### config.mk
export PLATFORM = sky130hd
export DESIGN_NAME = timer_dev
export DESIGN_NICKNAME = d
export VERILOG_FILES = /design/src/rtl/timer_dev.sv
export SDC_FILE = /design/constraint.sdc
export NUM_CORES = 1
export LEC_CHECK = 0
export ABC_CLOCK_PERIOD_IN_PS = 5480
export BUFFER_PORTS_ARGS = -buffer_cell sky130_fd_sc_hd__buf_2
export CAP_MARGIN = 10
export CORE_MARGIN = 1
export CORE_UTILIZATION = 64
export CTS_BUF_LIST = sky130_fd_sc_hd__clkbuf_4 sky130_fd_sc_hd__clkbuf_8
export CTS_CLUSTER_DIAMETER = 40
export DETAILED_ROUTE_END_ITERATION = 8
export HOLD_SLACK_MARGIN = 0.08
export PLACE_DENSITY = 0.88
export SLEW_MARGIN = 40
export SYNTH_ARGS = -nofsm -noshare
export SYNTH_HDL_FRONTEND = slang
export SYNTH_SLANG_ARGS = --single-unit
### constraint.sdc
create_clock -name clk -period 5.48 [get_ports clk]
set_input_delay 1.37 -clock clk [delete_from_list [all_inputs] [get_ports clk]]
set_output_delay 1.37 -clock clk [all_outputs]
set_load 0.02 [all_outputs]
### src/rtl/timer_dev.sv
// rtl/timer_dev.sv - memory-mapped countdown timer with one-shot/auto-reload modes and masked level IRQ
module timer_dev #(
  parameter int unsigned PRESCALE = 1
) (
  input  logic        clk,
  input  logic        reset,
  input  logic [1:0]  Addr,
  input  logic        WE,
  input  logic [31:0] Din,
  output logic [31:0] Dout,
  output logic        IRQ
);

  typedef enum logic [1:0] {S_IDLE, S_LOAD, S_CNT, S_INT} state_t;

  localparam logic [15:0] PS_LAST = 16'(PRESCALE - 1);

  state_t      state;
  logic [3:0]  ctrl;
  logic [31:0] preset;
  logic [31:0] count;
  logic [15:0] prescaler;
  logic        irq_flag;

  always_ff @(posedge clk) begin
    if (reset) begin
      state     <= S_IDLE;
      ctrl      <= 4'd0;
      preset    <= 32'd0;
      count     <= 32'd0;
      prescaler <= 16'd0;
      irq_flag  <= 1'b0;
    end else begin
      case (state)
        S_IDLE: begin
          if (ctrl[0]) state <= S_LOAD;
        end
        S_LOAD: begin
          count     <= preset;
          prescaler <= 16'd0;
          state     <= S_CNT;
        end
        S_CNT: begin
          if (!ctrl[0]) begin
            state <= S_IDLE;
          end else if (prescaler == PS_LAST) begin
            prescaler <= 16'd0;
            // COUNT of 0 or 1 both terminate, so PRESET=0 acts like PRESET=1
            if (count > 32'd1) begin
              count <= count - 32'd1;
            end else begin
              count    <= 32'd0;
              irq_flag <= 1'b1;
              state    <= S_INT;
            end
          end else begin
            prescaler <= prescaler + 16'd1;
          end
        end
        S_INT: begin
          if (ctrl[2:1] == 2'b01) irq_flag <= 1'b0;
          else                    ctrl[0]  <= 1'b0;
          state <= S_IDLE;
        end
        default: state <= S_IDLE;
      endcase

      // CPU writes come last so they win over same-edge FSM updates
      if (WE) begin
        case (Addr)
          2'd0: begin
            ctrl     <= Din[3:0];
            irq_flag <= 1'b0;
          end
          2'd1: begin
            preset   <= Din;
            irq_flag <= 1'b0;
          end
          default: ;
        endcase
      end
    end
  end

  always_comb begin
    Dout = 32'd0;
    case (Addr)
      2'd0:    Dout = {28'd0, ctrl};
      2'd1:    Dout = preset;
      2'd2:    Dout = count;
      default: Dout = 32'd0;
    endcase
  end

  assign IRQ = irq_flag & ctrl[3];

endmodule

==> results of run 1 <==
## per-layer routing
layer | up-vias | track usage [%]
met1 | 2382 | 43.1
li1 | 2432 | -
met2 | 260 | 56.2
met4 | 0 | 18.0
met3 | 48 | 5.50
met5 | - | 0
## cells by family after synthesis
group                    after synthesis
AND/OR/NAND/NOR                      278
AO/OA/AOI/OAI                        201
flip-flops                            87
buffers and inverters                 73
multiplexers                           7
adder cells (fa/ha/maj)                4
## critical path, stage by stage
cell and delay [ps]:
buf_2 160, inv_1 100, nor2_2 310, buf_4 380, a22o_1 200, buf_2 160
## through the flow
stage / cell area [um2] / hold slack [ps]
after CTS: 5360 / 478
after global placement: 5130 / 460
after global routing: 5380 / 496
after detailed placement: 5140 / 466
after floorplan: 4810 / 445
final: 5380 / 477
## registers in the layout, summed over array words and instances, names as in the netlist
register / cells
irq_flag: 1
preset: 32
state: 2
count: 32
ctrl: 4
prescaler: 16
## cell type report
cell class              instances  area, um2  area share (%)
repair buffers                 76        404            7.52
clock inverters                 4       52.6           0.977
multi-input cells             490       2810            52.2
clock buffers                  12        165            3.07
well taps                      99        124            2.30
inverters                      22       82.6            1.54
flip-flops and latches         87       1740            32.4
## power groups by stage
stage                     combinational, uW  sequential, uW  clock, uW
after floorplan                        85.4             662          0
after global placement                  116             666          0
after detailed placement                122             666          0
after CTS                               123             651        486
after global routing                    136             652        512
final                                   125             651        486
## synth_stat cells (all sizes together), types with 8 or more instances
cell type  number
nand2         113
dfxtp          87
o32ai          11
o41ai           8
o21ai          31
clkbuf         44
nor3           29
inv            22
nor2           48
or3            12
a22o           28
nor4           17
nand3          20
a21oi          77
## worst min-delay path by stage
stage	from	end	slack, ps	depth (start not counted)
after global placement	preset[20]	preset[20]	460	2
after global routing	preset[20]	preset[20]	500	2
after detailed placement	preset[27]	preset[27]	470	2
after floorplan	preset[20]	preset[20]	450	2
after CTS	preset[27]	preset[27]	480	2
final	preset[27]	preset[27]	480	2
==> flow_summary.yaml, run 1 <==
detailed_routing:
  wire_per_inst_um: 16.8
  drc: 0
  via_count: 5122
  route.met2.wl_mm: 6.32
  drtIter0Drc: 434
  detail-route-antenna-nets: 0
  routed_wl_mm: 13.3
  firstDrtPassIters: 5
  dr_wl_met3_um: 993
  wl_met1_mm: 5.51
  top_layer: "met4"
  viasPerCell: 6.48
clocking:
  cts_tree: "done"
  numCtsBuffers: 9
  cts-root-buf: "clkbuf_8"
  insertion_delay_ps: 370
  max-clock-path-buffers: 2
  clock_sinks: 87
  htreeDepth: 3
  hold_buffers: 0
  cts_repair_resize_count: 0
  cts_setup_buffers: 0
  cts.clk_slew.worst_paths_ps: 90
critical_path:
  setup.worst_path.class: "input pin to output port"
  path_max_fanout: 26
  arrival_ps: 2690
  critPathLaunch: "Addr[1]"
  cp.required_ps: 4110
  r2r_start: "count[8]"
  critPathLaunchType: "input pin"
  worstReg2RegEnd: "irq_flag"
  r2r_slack_ps: 2250
  crit_end: "Dout[17]"
  reg2reg_depth: 7
  critical_path.endpoint_type: "output port"
placement:
  dp_slack_ps: 1470
  gp_congestion: 0.902
  dpl.hpwl_mm: 8.57
  port-buffer-count: 69
  placedCellCount: 774
logic_synthesis:
  ys_seq_elements: 87
  yosysWarnings: 0
  ys_seq_area_share_pct: 36.2
  synth_area_mm2: 0.00481
  async_flop_share_pct: 0
  postSynthCellCount: 650
  synth.distinct_cells: 52
  synthAdderAreaFrac_pct: 1.04
  yosys-top-cells-area: "dfxtp_1 36%, nand2_1 8.8%, a21oi_1 8.0%"
  synth-simple-area-share_pct: 27.9
  synth-edff-count: 0
  synth_top_family_by_area: "simple AND/OR/NAND/NOR gates"
  synthXorXnorAreaFrac_pct: 0
  synth.net_count: 691
  synth_area_per_cell_um2: 7.41
  synth_area_leader_cell: "dfxtp_1"
  muxShareOfSynthArea_pct: 1.46
  yosys_most_used_dff: "dfxtp_1"
  synth_top_cell_area_share_pct: 36.2
  synth_compound_area_share_pct: 27.3
timing:
  worst_pin_slew_ps: 824
  setup_violations: 0
  fin_tns_setup_ps: 0
  max_freq_mhz: 247
  grt_setup_unrepaired: "false"
  slew_headroom_pct: 44.6
  fin_crit_ps: 4060
  skew_ps: 5.98
  fin_crit_sh_pct: 74.0
  hold_viol: 0
  finalMaxSlewViolations: 0
  fin_ws_ps: 1420
pwr:
  pwr-share-comb_pct: 9.9
  power_uw: 1260
  power_switching_uw: 330
  switching_share_pct: 26.2
  powerDensity_mw_per_mm2: 235
  p_clk_share_pct: 38.5
  p_leak_uw: 0.00206
  ir_worst_vdd_v: 0.000129
  power_frac_seq_pct: 51.6
  intPower_uw: 932
cells_and_area:
  layout_common_cells: "112 x nand2_1, 87 x dfxtp_1, 76 x a21oi_1, 68 x buf_2, 46 x nor2_1"
  diodes: 0
  instances_no_fill: 790
  layout_commonest_cell: "nand2_1"
  syn_to_final_growth_pct: 11.7
  drive_gt1_share_pct: 15.6
  nNetsFinal: 727
  n_fill_cell: 572
  final_util_pct: 74.1
floorplan:
  coreArea_mm2: 0.00725
  die_height_um: 88.7
  std_cell_rows: 31
  fp.dieW_um: 88.7
  start_util_pct: 66.4
  io_pins: 70
  die_area_mm2: 0.00787
worst_hold_path:
  worstHoldPathType: "register to register"
grt:
  antenna_found_initial: 0
  grt_pass1_vias: 4502
  gr-total-overflow: 0
  grt_pass1_wl_mm: 21.0
  grt_start_max_net_pins: 61
  grt_use_total_pct: 34.1
flow_run:
  cap_violations: 0
run_status:
  run_status: "complete, no violations"
(Power assumes the default switching activity.)
==> run 2: changes to the inputs <==
--- a/config.mk
+++ b/config.mk
@@ -5,16 +5,16 @@
 export SDC_FILE = /design/constraint.sdc
 export NUM_CORES = 1
 export LEC_CHECK = 0
-export ABC_CLOCK_PERIOD_IN_PS = 5480
+export ABC_CLOCK_PERIOD_IN_PS = 3500
 export BUFFER_PORTS_ARGS = -buffer_cell sky130_fd_sc_hd__buf_2
 export CAP_MARGIN = 10
 export CORE_MARGIN = 1
-export CORE_UTILIZATION = 64
+export CORE_UTILIZATION = 54
 export CTS_BUF_LIST = sky130_fd_sc_hd__clkbuf_4 sky130_fd_sc_hd__clkbuf_8
 export CTS_CLUSTER_DIAMETER = 40
 export DETAILED_ROUTE_END_ITERATION = 8
 export HOLD_SLACK_MARGIN = 0.08
-export PLACE_DENSITY = 0.88
+export PLACE_DENSITY = 0.79
 export SLEW_MARGIN = 40
 export SYNTH_ARGS = -nofsm -noshare
 export SYNTH_HDL_FRONTEND = slang
==> constraint.sdc (replaced) <==
create_clock -name clk -period 3.5 [get_ports clk]
set_input_delay 0.875 -clock clk [delete_from_list [all_inputs] [get_ports clk]]
set_output_delay 0.875 -clock clk [all_outputs]
set_load 0.02 [all_outputs]
==> run 2 against run 1 <==
Combinational power up 61%. Design area increased by 0.88%. Clock skew is 1.6 ps higher. Flip-flop and latch count unchanged. First-iteration DRC count is 2.8% lower. Critical path depth up 1. Highest routed layer unchanged.
==> flow_summary.yaml, run 2 (synthesis gave the netlist of run 1 again) <==
timing:
  skew_ps: 7.58
  max_freq_mhz: 323
  slew_headroom_pct: 46.2
  worst_pin_slew_ps: 800
  setup_violations: 0
  fin_crit_ps: 3090
  fin_tns_setup_ps: 0
  hold_viol: 0
  fin_crit_sh_pct: 88.3
  grt_setup_unrepaired: "false"
  finalMaxSlewViolations: 0
clocking:
  cts_tree: "done"
  htreeDepth: 3
  insertion_delay_ps: 350
  cts_setup_buffers: 0
  cts-root-buf: "clkbuf_8"
  numCtsBuffers: 9
  hold_buffers: 0
  clock_sinks: 87
  cts_repair_resize_count: 0
  max-clock-path-buffers: 2
  cts.clk_slew.worst_paths_ps: 90
critical_path:
  crit_end: "count[29]"
  worstReg2RegEnd: "count[29]"
  critPathLaunch: "count[8]"
  cp_slowest_cell: "or4_1"
  critPathLaunchType: "register"
  cp.depth: 7
  critical_path.endpoint_type: "register"
  crit_family: "simple AND/OR/NAND/NOR gates"
  r2r_start: "count[8]"
  reg2reg_depth: 7
  arrival_ps: 3300
  path_cells: "or4_4 -> or4_1 -> nor4_4 -> buf_4 -> nor4b_1 -> a21oi_1 -> o32ai_1"
  cp.required_ps: 3710
  cp_slowest_stage_delay_ps: 610
  path_buf_inv: 1
  path_max_fanout: 24
  setup.worst_path.class: "register to register"
  r2r_slack_ps: 410
grt:
  grt_start_max_net_pins: 43
  gr-total-overflow: 0
  grt_pass1_vias: 4630
  grt_use_total_pct: 30.7
  antenna_found_initial: 0
  grt_pass1_wl_mm: 22.4
worst_hold_path:
  worstHoldPathType: "register to register"
floorplan:
  die_area_mm2: 0.00929
  std_cell_rows: 34
  io_pins: 70
  fp.dieW_um: 96.4
  start_util_pct: 55.5
  die_height_um: 96.4
  coreArea_mm2: 0.00868
placement:
  gp_congestion: 0.940
  dpl.hpwl_mm: 9.25
  port-buffer-count: 69
  placedCellCount: 793
cells_and_area:
  nNetsFinal: 737
  drive_gt1_share_pct: 16.1
  layout_common_cells: "113 x nand2_1, 87 x dfxtp_1, 76 x a21oi_1, 69 x buf_2, 46 x nor2_1"
  n_fill_cell: 813
  diodes: 0
  layout_commonest_cell: "nand2_1"
  reg_top3: "count x32, preset x32, prescaler x16"
  instances_no_fill: 809
  syn_to_final_growth_pct: 12.7
detailed_routing:
  routed_wl_mm: 13.9
  viasPerCell: 6.46
  drc: 0
  drtIter0Drc: 422
  via_count: 5223
  wire_per_inst_um: 17.1
  detail-route-antenna-nets: 0
  firstDrtPassIters: 6
pwr:
  powerDensity_mw_per_mm2: 357
  p_leak_uw: 0.00210
  ir_worst_vdd_v: 0.000188
run_status:
  run_status: "complete, no violations"
flow_run:
  cap_violations: 0
run 2: cell types whose count changed in the layout (fill, tap and decap cells not counted), moves of 2 or more:
cell,previous run,this run
buf_4,7,17
clkbuf_4,0,2
clkbuf_8,12,10
clkinv_2,0,3
clkinvlp_4,3,0
run 2: worst min-delay path by stage:
stage	startpoint	endpoint	slack [ps]	cells past startpoint
after floorplan	preset[20]	preset[20]	450	2
after global placement	preset[20]	preset[20]	460	2
after detailed placement	preset[14]	preset[14]	470	2
after CTS	preset[14]	preset[14]	480	2
after global routing	preset[14]	preset[14]	500	2
final	preset[15]	preset[15]	480	2
run 2: metrics by stage:
step / total power (uW) / hold WS, ps / setup slack, ps / util (%) / cell area [um2]
6_report: 1940 / 478 / 409 / 62.5 / 5430
5_1_grt: 2010 / 498 / 253 / 62.5 / 5430
4_1_cts: 1950 / 480 / 458 / 62.5 / 5430
3_5_place_dp: 1240 / 469 / 483 / 60.2 / 5230
3_3_place_gp: 1230 / 461 / 577 / 60.2 / 5220
2_1_floorplan: 1170 / 445 / 395 / - / 4810
run 2: final cells by class:
| cell class | instances | area [um2] | share of cell area, % |
|---|---|---|---|
| multi-input combinational | 490 | 2800 | 51.5 |
| sequential | 87 | 1740 | 32.1 |
| timing repair buffer | 86 | 473 | 8.72 |
| clock buffer | 12 | 153 | 2.81 |
| tap | 108 | 135 | 2.49 |
| inverter | 22 | 82.6 | 1.52 |
| clock inverter | 4 | 45.0 | 0.830 |
run 2: worst min-delay path, delay by kind of cell (launching register included):
kind / cells / cell delay, ps
AO/OA/AOI/OAI: 1 / 50
flip-flops: 1 / 330
AND/OR/NAND/NOR: 1 / 60
run 2: where the power goes:
part	switching, uW	internal [uW]	leakage [uW]
Combinational	133	68.1	0.00129
Clock	356	363	0.000107
Sequential	15.4	1000	0.000703
Total	504	1440	0.00210
run 2: metal layers:
metal / vias to the layer above / track usage (%) / part of all wire [%]
met4: 0 / 8.95 / 2.2
met5: - / 0 / 0
met2: 281 / 49.5 / 46
li1: 2457 / - / -
met3: 35 / 5.71 / 8.9
met1: 2450 / 41.9 / 43
